### src/rtl/sseg_scan_decoder.sv
// Receive-side decoder for a multiplexed four-digit seven-segment bus: waits for each
// anode slot to settle, decodes it, and publishes complete frames with a one-cycle pulse.
//
// state  | meaning
// IDLE   | anode bus not one-hot-low, nothing to sample
// SETTLE | valid slot seen, counting consecutive identical samples
// HELD   | slot accepted, waiting for the bus to change
module sseg_scan_decoder #(
  parameter int STABLE_CYCLES  = 16,
  parameter int TIMEOUT_CYCLES = 1048576
) (
  input  logic       clock,
  input  logic       reset,
  input  logic       a,
  input  logic       b,
  input  logic       c,
  input  logic       d,
  input  logic       e,
  input  logic       f,
  input  logic       g,
  input  logic       dp,
  input  logic [3:0] an,
  output logic [3:0] digit0,
  output logic [3:0] digit1,
  output logic [3:0] digit2,
  output logic [3:0] digit3,
  output logic [3:0] dp_on,
  output logic       frame_valid,
  output logic       seg_error,
  output logic       scan_lost
);

  localparam int SW = $clog2(STABLE_CYCLES + 1);
  localparam int TW = $clog2(TIMEOUT_CYCLES + 1);

  typedef enum logic [1:0] {S_IDLE, S_SETTLE, S_HELD} state_t;

  logic [11:0] sync1, smp, smp_prev;
  logic [3:0]  smp_an;
  logic        smp_dp;
  logic [6:0]  smp_seg;
  logic        an_valid, changed;
  logic [1:0]  slot;
  logic [3:0]  code;
  logic        code_bad;

  state_t      state, state_next;
  logic [SW-1:0] cnt, cnt_next;
  logic        accept;

  logic [3:0][3:0] shadow_code, merged_code;
  logic [3:0]      shadow_dp, merged_dp;
  logic [3:0]      mask, mask_acc;
  logic [TW-1:0]   tcnt;

  always_ff @(posedge clock) begin
    if (reset) begin
      sync1    <= '0;
      smp      <= '0;
      smp_prev <= '0;
    end else begin
      sync1    <= {an, dp, g, f, e, d, c, b, a};
      smp      <= sync1;
      smp_prev <= smp;
    end
  end

  assign smp_an  = smp[11:8];
  assign smp_dp  = smp[7];
  assign smp_seg = smp[6:0];
  assign changed = (smp != smp_prev);

  always_comb begin
    an_valid = 1'b1;
    slot     = 2'd0;
    case (smp_an)
      4'b1110: slot = 2'd0;
      4'b1101: slot = 2'd1;
      4'b1011: slot = 2'd2;
      4'b0111: slot = 2'd3;
      default: an_valid = 1'b0;
    endcase
  end

  // Segment lines are active-low, ordered {g,f,e,d,c,b,a}.
  always_comb begin
    code     = 4'hE;
    code_bad = 1'b0;
    case (smp_seg)
      7'b1000000: code = 4'h0;
      7'b1111001: code = 4'h1;
      7'b0100100: code = 4'h2;
      7'b0110000: code = 4'h3;
      7'b0011001: code = 4'h4;
      7'b0010010: code = 4'h5;
      7'b0000010: code = 4'h6;
      7'b1111000: code = 4'h7;
      7'b0000000: code = 4'h8;
      7'b0010000: code = 4'h9;
      7'b0111111: code = 4'hA;
      7'b1111111: code = 4'hF;
      default:    code_bad = 1'b1;
    endcase
  end

  always_ff @(posedge clock) begin
    if (reset) begin
      state <= S_IDLE;
      cnt   <= '0;
    end else begin
      state <= state_next;
      cnt   <= cnt_next;
    end
  end

  always_comb begin
    state_next = state;
    cnt_next   = cnt;
    case (state)
      S_IDLE: begin
        cnt_next = '0;
        if (an_valid) begin
          state_next = S_SETTLE;
          cnt_next   = SW'(1);
        end
      end
      S_SETTLE: begin
        if (changed) begin
          state_next = an_valid ? S_SETTLE : S_IDLE;
          cnt_next   = an_valid ? SW'(1) : '0;
        end else if (cnt == SW'(STABLE_CYCLES - 1)) begin
          state_next = S_HELD;
          cnt_next   = SW'(STABLE_CYCLES);
        end else begin
          cnt_next = cnt + SW'(1);
        end
      end
      S_HELD: begin
        if (changed) begin
          state_next = an_valid ? S_SETTLE : S_IDLE;
          cnt_next   = an_valid ? SW'(1) : '0;
        end
      end
      default: begin
        state_next = S_IDLE;
        cnt_next   = '0;
      end
    endcase
  end

  // Accept fires on the cycle the STABLE_CYCLES-th identical sample is present.
  always_comb begin
    accept = (state == S_SETTLE) && !changed && (cnt == SW'(STABLE_CYCLES - 1));
  end

  always_comb begin
    merged_code = shadow_code;
    merged_dp   = shadow_dp;
    mask_acc    = mask;
    if (accept) begin
      merged_code[slot] = code;
      merged_dp[slot]   = ~smp_dp;
      mask_acc[slot]    = 1'b1;
    end
  end

  // The completing accept is merged straight into the published frame so the
  // outputs and pulse appear one cycle after it.
  always_ff @(posedge clock) begin
    if (reset) begin
      shadow_code <= {4{4'hF}};
      shadow_dp   <= '0;
      mask        <= '0;
      digit0      <= 4'hF;
      digit1      <= 4'hF;
      digit2      <= 4'hF;
      digit3      <= 4'hF;
      dp_on       <= '0;
      frame_valid <= 1'b0;
      seg_error   <= 1'b0;
      tcnt        <= '0;
    end else begin
      frame_valid <= 1'b0;
      shadow_code <= merged_code;
      shadow_dp   <= merged_dp;
      if (mask_acc == 4'hF) begin
        digit0      <= merged_code[0];
        digit1      <= merged_code[1];
        digit2      <= merged_code[2];
        digit3      <= merged_code[3];
        dp_on       <= merged_dp;
        frame_valid <= 1'b1;
        mask        <= '0;
      end else begin
        mask <= mask_acc;
      end
      if (accept && code_bad) seg_error <= 1'b1;
      if (accept)
        tcnt <= '0;
      else if (tcnt != TW'(TIMEOUT_CYCLES))
        tcnt <= tcnt + TW'(1);
    end
  end

  assign scan_lost = (tcnt == TW'(TIMEOUT_CYCLES));

endmodule

### config.mk
export PLATFORM = sky130hd
export DESIGN_NAME = sseg_scan_decoder
export DESIGN_NICKNAME = d
export VERILOG_FILES = /design/src/rtl/sseg_scan_decoder.sv
export SDC_FILE = /design/constraint.sdc
export NUM_CORES = 1
export LEC_CHECK = 0
export CORE_MARGIN = 10
export CORE_UTILIZATION = 58
export CTS_CLUSTER_DIAMETER = 40
export DETAILED_ROUTE_END_ITERATION = 10
export PLACE_DENSITY_LB_ADDON = 0.12
export SYNTH_ARGS = -nofsm -noshare
export SYNTH_HDL_FRONTEND = slang
export SYNTH_SLANG_ARGS = --single-unit
### constraint.sdc
create_clock -name clock -period 3.5 [get_ports clock]
set_clock_uncertainty 0.15 [all_clocks]
set_input_delay 0.7 -clock clock [delete_from_list [all_inputs] [get_ports clock]]
set_output_delay 0.7 -clock clock [all_outputs]
set_load 0.05 [all_outputs]
==> results.yml, run 1 <==
finish:
  mostFrequentLayoutCell: "dfxtp_1"
  final_cell_mix: "dfxtp_1 (110), nor2b_1 (42), nor2_1 (38), clkdlybuf4s50_1 (34), nand2_1 (27)"
  nNetsFinal: 506
  finish.utilization: 0.678
  fillers: 617
  antenna_cells: 0
  syn2layout_area_growth_pct: 13.2
  final_layout_size_suffix_gt1_frac: 0.159
die:
  die-area_um2: 12000
  start_util: 0.599
  die_w_um: 110
  core_um2: 7770
  top_level_ports: 37
  chipHeight_um: 110
  std_cell_rows: 32
clock_tree:
  cts_tree: "built"
  cts_sinks: 110
  clkLatencyLatePin_ns: 0.38
  cts_max_level: 3
  cts_hold_buf: 0
  clockBufferDepth: 2
  cts_buffers: 9
  cts_root_buffer: "clkbuf_8"
  cts.clk_slew.worst_paths_ns: 0.10
  post_cts_buffers: 0
power_and_ir_drop:
  p_leak_nw: 2.01
  p_per_area_nw_per_um2: 416
  peakVddDrop_uv: 272
sta:
  fin_crit_ns: 3.03
  finalCritPeriodShare: 0.866
  fmax_mhz: 330
  setup_viol: 0
  slew_violations: 0
  rsz0062_at_grt: "no"
  hold_violations: 0
  worst_slew_pin_slew_ns: 0.704
  setup_tns_ns: 0
  slew_headroom: 0.527
synth:
  syn-num-nets: 475
  ys_async_sr_fraction: 0
  syn_area_um2: 4650
  avgSynthCellArea_um2: 10.2
  ys_seq_area_frac: 0.474
  yosys_warnings: 0
  synth_top_flop_cell: "dfxtp_1"
  synth_cells: 457
  synth_edf_count: 0
  ys_seq_elements: 110
  synth_cell_types: 53
drt:
  ant_nets: 0
  vias_per_cell: 5.45
  totalWireLength_mm: 8.70
  vias: 3237
  first_pass_iters: 4
  drc_errors: 0
  drt_iter0_markers: 184
  routedWlPerCell_um: 14.6
worst_setup_path:
  cpMaxStageDelayCell: "dfxtp_1"
  r2r_start: "cnt[0]$_SDFFE_PP0P_"
  worst_setup_path_start_kind: "register"
  critical_path.cell_chain: "ha_1, and3_1, ha_1, and3b_1, nand2_1, nor4_4, o22ai_1, or3_1, buf_4, mux2_4"
  crit_type: "register to register"
  end_kind: "register"
  cp_common_cell: "ha_1"
  worstPathRequired_ns: 3.62
  crit_path_start: "cnt[0]$_SDFFE_PP0P_"
  arrival_ns: 3.15
  slowest_delay_ns: 0.40
  worst-path-buf-inv: 1
  cp_top_family: "simple AND/OR/NAND/NOR gates"
  path_max_fanout: 14
worst_hold_path:
  hold_path.startpoint: "sync1[11]$_SDFF_PP0_"
  min_path_type: "register to register"
grt:
  grtUsageMet1: 0.195
  grt_max_degree: 45
  gr-usage-met2: 0.247
  grt_pass1_wl_mm: 15.0
  grt_use_total: 0.155
  antenna_found_initial: 0
  grt.busiest_layer: "met2"
  grt-ovfl-total: 0
  grt_pass1_vias: 3138
  use_met3: 0.0433
placement:
  dp_hpwl_mm: 6.27
  port_buffers: 36
  gp_congestion: 0.887
outcome:
  status: "finished, final reports clean"
job:
  drv_cap: 0
-- through the flow --
step	total power, mW	instances	hold WS [ns]	setup slack (ns)	area (um^2)
global placement	1.44	579	0.269	0.652	5060
floorplan	1.41	457	0.264	0.757	4650
finish	2.19	594	0.292	0.470	5260
detailed placement	1.44	579	0.275	0.523	5060
CTS	2.21	594	0.297	0.146	5260
global route	2.27	594	0.309	0.282	5260
-- worst paths after layout --
check	to	depth (start not counted)	slack, ns
max	digit1[3]$_SDFFE_PP1N_	10	0.47
min	smp[11]$_SDFF_PP0_	1	0.29
max reg2reg	digit1[3]$_SDFFE_PP1N_	10	0.47
min reg2reg	smp[11]$_SDFF_PP0_	1	0.29
-- synth_stat cells, types with 5 or more instances --
| master | number | share of area |
|---|---|---|
| nand3_1 | 10 | 0.011 |
| mux2_2 | 10 | 0.024 |
| or2_2 | 19 | 0.026 |
| a21oi_1 | 8 | 0.0086 |
| dfxtp_1 | 110 | 0.47 |
| nor2_1 | 38 | 0.031 |
| nor4_1 | 7 | 0.0094 |
| nand2_1 | 27 | 0.022 |
| xnor2_1 | 11 | 0.021 |
| clkbuf_1 | 16 | 0.013 |
| mux2i_1 | 7 | 0.015 |
| buf_6 | 5 | 0.012 |
| nor2b_1 | 42 | 0.056 |
| and2_1 | 6 | 0.0081 |
| nor3_1 | 5 | 0.0054 |
| xnor2_2 | 7 | 0.024 |
| mux2_4 | 12 | 0.039 |
| xor2_1 | 16 | 0.030 |
| and3_1 | 8 | 0.011 |
| nand4_1 | 10 | 0.013 |
| a211o_1 | 7 | 0.013 |
| o21ai_0 | 5 | 0.0054 |
| inv_1 | 8 | 0.0065 |
-- routing by layer --
| layer | wire [um] | vias to the layer above |
|---|---|---|
| met5 | 0 | - |
| met4 | 191 | 0 |
| met3 | 350 | 15 |
| met2 | 4120 | 45 |
| met1 | 4040 | 1550 |
| li1 | - | 1627 |
-- report_power, final --
group	switching, mW	internal (mW)	leakage (nW)
logic	0.0676	0.0544	1.02
clock network	0.433	0.342	0.100
registers	0.0206	1.27	0.894
total	0.521	1.67	2.01
-- cell families after synthesis --
kind of cell | share of synthesized area
adder cells (fa/ha/maj) | 0.0129
flip-flops | 0.473
AND/OR/NAND/NOR | 0.257
AO/OA/AOI/OAI | 0.0694
XOR/XNOR | 0.0753
buffers and inverters | 0.0336
multiplexers | 0.0780
-- layout make-up --
cell class                 instances  area [um^2]  share of cell area
clock buffer                       9          124              0.0235
timing repair buffer              43          410              0.0780
multi-input combinational        316         2290               0.435
tap                              102          128              0.0242
inverter                           8         30.0             0.00570
sequential                       110         2200               0.418
clock inverter                     6         77.6              0.0147
-- state kept, by name, summed over array words and instances, names as in the netlist, 2 cells and up --
signal and flops:
digit0 4, shadow_code 16, state 2, smp 12, tcnt 21, smp_prev 12
mask 4, digit2 4, shadow_dp 4, sync1 12, digit3 4, cnt 5
digit1 4, dp_on 4
-- timing repair --
action	CTS	global route
endpoints found under the hold margin	0	0
gates resized for setup	0	1
endpoints found under the setup margin	0	1
No activity file was read; power rests on OpenSTA's default activity.
==> run 2: changes to the inputs <==
- CORE_UTILIZATION: 58 -> 35
==> results.yml, run 2 (synthesized netlist as in run 1, its figures left out) <==
outcome:
  status: "finished, final reports clean"
worst_setup_path:
  worst_setup_path_start_kind: "register"
  ff2ff_setup_slack_ns: 0.67
  rr_endpoint: "digit1[3]$_SDFFE_PP1N_"
  crit_type: "register to output pin"
  slowest_delay_ns: 0.87
  rr_worst_depth: 11
  arrival_ns: 2.42
  end_kind: "output pin"
  critical_path.cell_chain: "inv_1, ha_1, nor4b_1, nand3_1, nor2_1, clkdlybuf4s50_1"
  r2r_start: "cnt[0]$_SDFFE_PP0P_"
  path_max_fanout: 4
  cpMaxStageDelayCell: "clkdlybuf4s50_1"
  worstPathRequired_ns: 2.65
worst_hold_path:
  holdPathEnd: "smp[3]$_SDFF_PP0_"
  min_path_type: "register to register"
  hold_path.startpoint: "sync1[3]$_SDFF_PP0_"
  min_path_cells: 1
sta:
  hold_violations: 0
  setup_viol: 0
  finalCritPeriodShare: 0.935
  rsz0062_at_grt: "no"
  fin_crit_ns: 3.27
  worst_slew_pin_slew_ns: 0.591
  slew_violations: 0
  fmax_mhz: 305
  slew_headroom: 0.602
  setup_tns_ns: 0
clock_tree:
  clockBufferDepth: 2
  cts_root_buffer: "clkbuf_16"
  cts_max_level: 3
  clkLatencyLatePin_ns: 0.35
  post_cts_buffers: 0
  cts_sinks: 110
  cts_tree: "built"
  cts_resized: 0
  cts_buffers: 9
  cts_hold_buf: 0
  cts.clk_slew.worst_paths_ns: 0.07
finish:
  fillers: 1316
  antenna_cells: 0
  reg_top3: "tcnt (21), shadow_code (16)"
  mostFrequentLayoutCell: "dfxtp_1"
  largest_reg_flops: 21
  final-seq-area_um2: 2200
  final_layout_size_suffix_gt1_frac: 0.165
  finish.utilization: 0.416
  syn2layout_area_growth_pct: 17.6
  nNetsFinal: 509
  final_cell_mix: "dfxtp_1 (110), nor2b_1 (42), nor2_1 (38), clkdlybuf4s50_1 (35), nand2_1 (27)"
  top_register: "tcnt"
  multi_input_area_um2: 2290
power_and_ir_drop:
  power.total_mw: 2.41
  p_leak_nw: 2.05
  p_per_area_nw_per_um2: 440
  peakVddDrop_uv: 217
drt:
  first_pass_iters: 4
  vias: 3185
  drt_iter0_markers: 139
  vias_per_cell: 4.74
  routedWlPerCell_um: 13.6
  drc_errors: 0
  ant_nets: 0
  totalWireLength_mm: 9.14
grt:
  grt_max_degree: 43
  grt-ovfl-total: 0
  antenna_found_initial: 0
  grt_pass1_vias: 3168
  grt_use_total: 0.106
  grt_pass1_wl_mm: 15.6
die:
  core_um2: 13100
  chipHeight_um: 135
  start_util: 0.354
  std_cell_rows: 42
  die_w_um: 135
  top_level_ports: 37
  die-area_um2: 18300
placement:
  dp_hpwl_mm: 6.38
  gp_congestion: 0.766
  port_buffers: 36
job:
  drv_cap: 0
## run 2: layout make-up
type                       instances  share of cell area
multi-input combinational        316               0.419
clock buffer                      10              0.0437
inverter                           8             0.00549
timing repair buffer              46              0.0787
tap                              176              0.0402
clock inverter                     6              0.0105
sequential                       110               0.402
## run 2: through the flow
stage	cells	area (um^2)	worst slack [ns]	hold WS, ns
after detailed placement	656	5170	0.584	0.273
after CTS	672	5470	0.188	0.291
after global placement	656	5170	0.643	0.271
after global routing	672	5470	0.0867	0.303
after floorplan	457	4650	0.757	0.264
final	672	5470	0.226	0.288
## run 2: routing by layer
metal  track usage  vias up  routed length [um]
met5             0        -                   0
li1              -     1636                   -
met3        0.0338       11                 330
met2         0.168       34                4270
met1         0.129     1504                4380
met4        0.0484        0                 169
## run 2: power by group
part | internal, mW | leakage (nW) | switching, mW | total [mW]
logic | 0.0549 | 1.02 | 0.0693 | 0.124
clock network | 0.514 | 0.143 | 0.478 | 0.993
registers | 1.27 | 0.894 | 0.0195 | 1.29
## run 2: worst max-delay path: cells and delay by family (launching register included)
family / cells / cell delay, ns
simple gates: 3 / 0.64
fa+ha+maj: 1 / 0.14
flops: 1 / 0.34
buf+inv: 2 / 0.96
## run 2: worst max path at each step
| stage | start | endpoint | slack, ns | depth (start not counted) |
|---|---|---|---|---|
| finish | tcnt[0]$_SDFFE_PP0N_ | scan_lost | 0.23 | 6 |
| global route | tcnt[0]$_SDFFE_PP0N_ | scan_lost | 0.09 | 6 |
| floorplan | cnt[0]$_SDFFE_PP0P_ | digit0[0]$_SDFFE_PP1N_ | 0.76 | 11 |
| detailed placement | tcnt[0]$_SDFFE_PP0N_ | scan_lost | 0.58 | 6 |
| global placement | tcnt[0]$_SDFFE_PP0N_ | scan_lost | 0.64 | 6 |
| CTS | tcnt[0]$_SDFFE_PP0N_ | scan_lost | 0.19 | 6 |
==> run 3: changes to the inputs <==
- PLACE_DENSITY: default -> 0.58
- PLACE_DENSITY_LB_ADDON: 0.12 -> default
==> results.yml, run 3 (synthesized netlist as in run 1, its figures left out) <==
worst_setup_path:
  slowest_delay_ns: 0.85
  cpMaxStageDelayCell: "clkdlybuf4s50_1"
  crit_type: "register to output pin"
  rr_worst_depth: 11
  path_max_fanout: 4
  worstPathRequired_ns: 2.65
  worst-path-buf-inv: 2
  end_kind: "output pin"
  arrival_ns: 2.37
  path_depth: 6
  cp_top_family: "buffers and inverters"
  critical_path.cell_chain: "inv_1, ha_1, nor4b_1, nand3_1, nor2_1, clkdlybuf4s50_1"
  worst_setup_path_start_kind: "register"
grt:
  grt-ovfl-total: 0
  grtUsageMet1: 0.124
  grt_pass1_wl_mm: 15.3
  gr-usage-met2: 0.163
  grt_max_degree: 43
  grt_pass1_vias: 3167
  use_met3: 0.0330
  grt_use_total: 0.103
  grt.busiest_layer: "met2"
  antenna_found_initial: 0
clock_tree:
  cts_tree: "built"
  clockBufferDepth: 2
  cts_hold_buf: 0
  cts_root_buffer: "clkbuf_16"
  clkLatencyLatePin_ns: 0.35
  cts_resized: 0
  cts_max_level: 3
  post_cts_buffers: 0
  cts_buffers: 9
  cts_sinks: 110
  cts.clk_slew.worst_paths_ns: 0.07
finish:
  largest_reg_flops: 21
  finish.utilization: 0.416
  final_layout_size_suffix_gt1_frac: 0.162
  mostFrequentLayoutCell: "dfxtp_1"
  top_register: "tcnt"
  syn2layout_area_growth_pct: 17.5
  antenna_cells: 0
  nNetsFinal: 508
  fillers: 1317
  final_cell_mix: "dfxtp_1 (110), nor2b_1 (42), nor2_1 (38), clkdlybuf4s50_1 (35), nand2_1 (27)"
  reg_top3: "tcnt (21), shadow_code (16)"
power_and_ir_drop:
  power.total_mw: 2.44
  p_per_area_nw_per_um2: 445
  p_leak_nw: 2.05
  peakVddDrop_uv: 227
drt:
  routedWlPerCell_um: 13.2
  vias: 3201
  first_pass_iters: 4
  ant_nets: 0
  vias_per_cell: 4.77
  drt_iter0_markers: 131
  totalWireLength_mm: 8.85
  drc_errors: 0
sta:
  fin_ws_ns: 0.278
  fmax_mhz: 310
  setup_tns_ns: 0
  fin_crit_ns: 3.22
  rsz0062_at_grt: "no"
  finalCritPeriodShare: 0.920
  slew_headroom: 0.533
  worst_slew_pin_slew_ns: 0.693
  setup_viol: 0
  hold_violations: 0
  slew_violations: 0
placement:
  dp_hpwl_mm: 6.21
  gp_congestion: 0.767
  pre_cts_ws_ns: 0.624
  port_buffers: 36
worst_hold_path:
  min_path_type: "register to register"
  min_path_cells: 1
die:
  std_cell_rows: 42
  die_w_um: 135
  chipHeight_um: 135
  start_util: 0.354
  top_level_ports: 37
  die-area_um2: 18300
  core_um2: 13100
job:
  drv_cap: 0
outcome:
  status: "finished, final reports clean"
==> run 3: cell types whose count changed in the layout (fill, tap and decap cells not counted), sizes merged <==
cell,change
clkinv,-2
buf,-1
bufinv,+1
inv,+1
==> run 3: metal layers <==
| layer | part of all wire | vias up |
|---|---|---|
| met5 | 0 | - |
| met4 | 0.024 | 0 |
| met3 | 0.047 | 13 |
| met2 | 0.47 | 43 |
| met1 | 0.46 | 1511 |
| li1 | - | 1634 |
==> run 3: final timing paths <==
check	start	to	slack, ns
worst max register to register	cnt[0]$_SDFFE_PP0P_	digit1[1]$_SDFFE_PP1N_	0.62
worst min register to register	sync1[5]$_SDFF_PP0_	smp[5]$_SDFF_PP0_	0.29
worst min-delay path	sync1[5]$_SDFF_PP0_	smp[5]$_SDFF_PP0_	0.29
worst max-delay path	tcnt[0]$_SDFFE_PP0N_	scan_lost	0.28
==> run 3: cell type report <==
| type | instances | area, um^2 | area share |
|---|---|---|---|
| timing repair buffer | 45 | 423 | 0.0774 |
| clock inverter | 6 | 70.1 | 0.0128 |
| inverter | 8 | 30.0 | 0.00549 |
| multi-input combinational | 316 | 2290 | 0.419 |
| clock buffer | 10 | 229 | 0.0419 |
| tap | 176 | 220 | 0.0403 |
| sequential | 110 | 2200 | 0.403 |
==> run 3: power by group <==
part | switching (mW) | leakage, nW | internal (mW)
logic | 0.0681 | 1.01 | 0.0548
registers | 0.0194 | 0.894 | 1.27
clock network | 0.460 | 0.146 | 0.563
==> run 3: through the flow <==
step | cells | instance area (um^2) | hold WS (ns)
finish | 671 | 5470 | 0.288
global placement | 655 | 5170 | 0.271
floorplan | 457 | 4650 | 0.264
CTS | 671 | 5470 | 0.292
global route | 671 | 5470 | 0.308
detailed placement | 655 | 5170 | 0.275
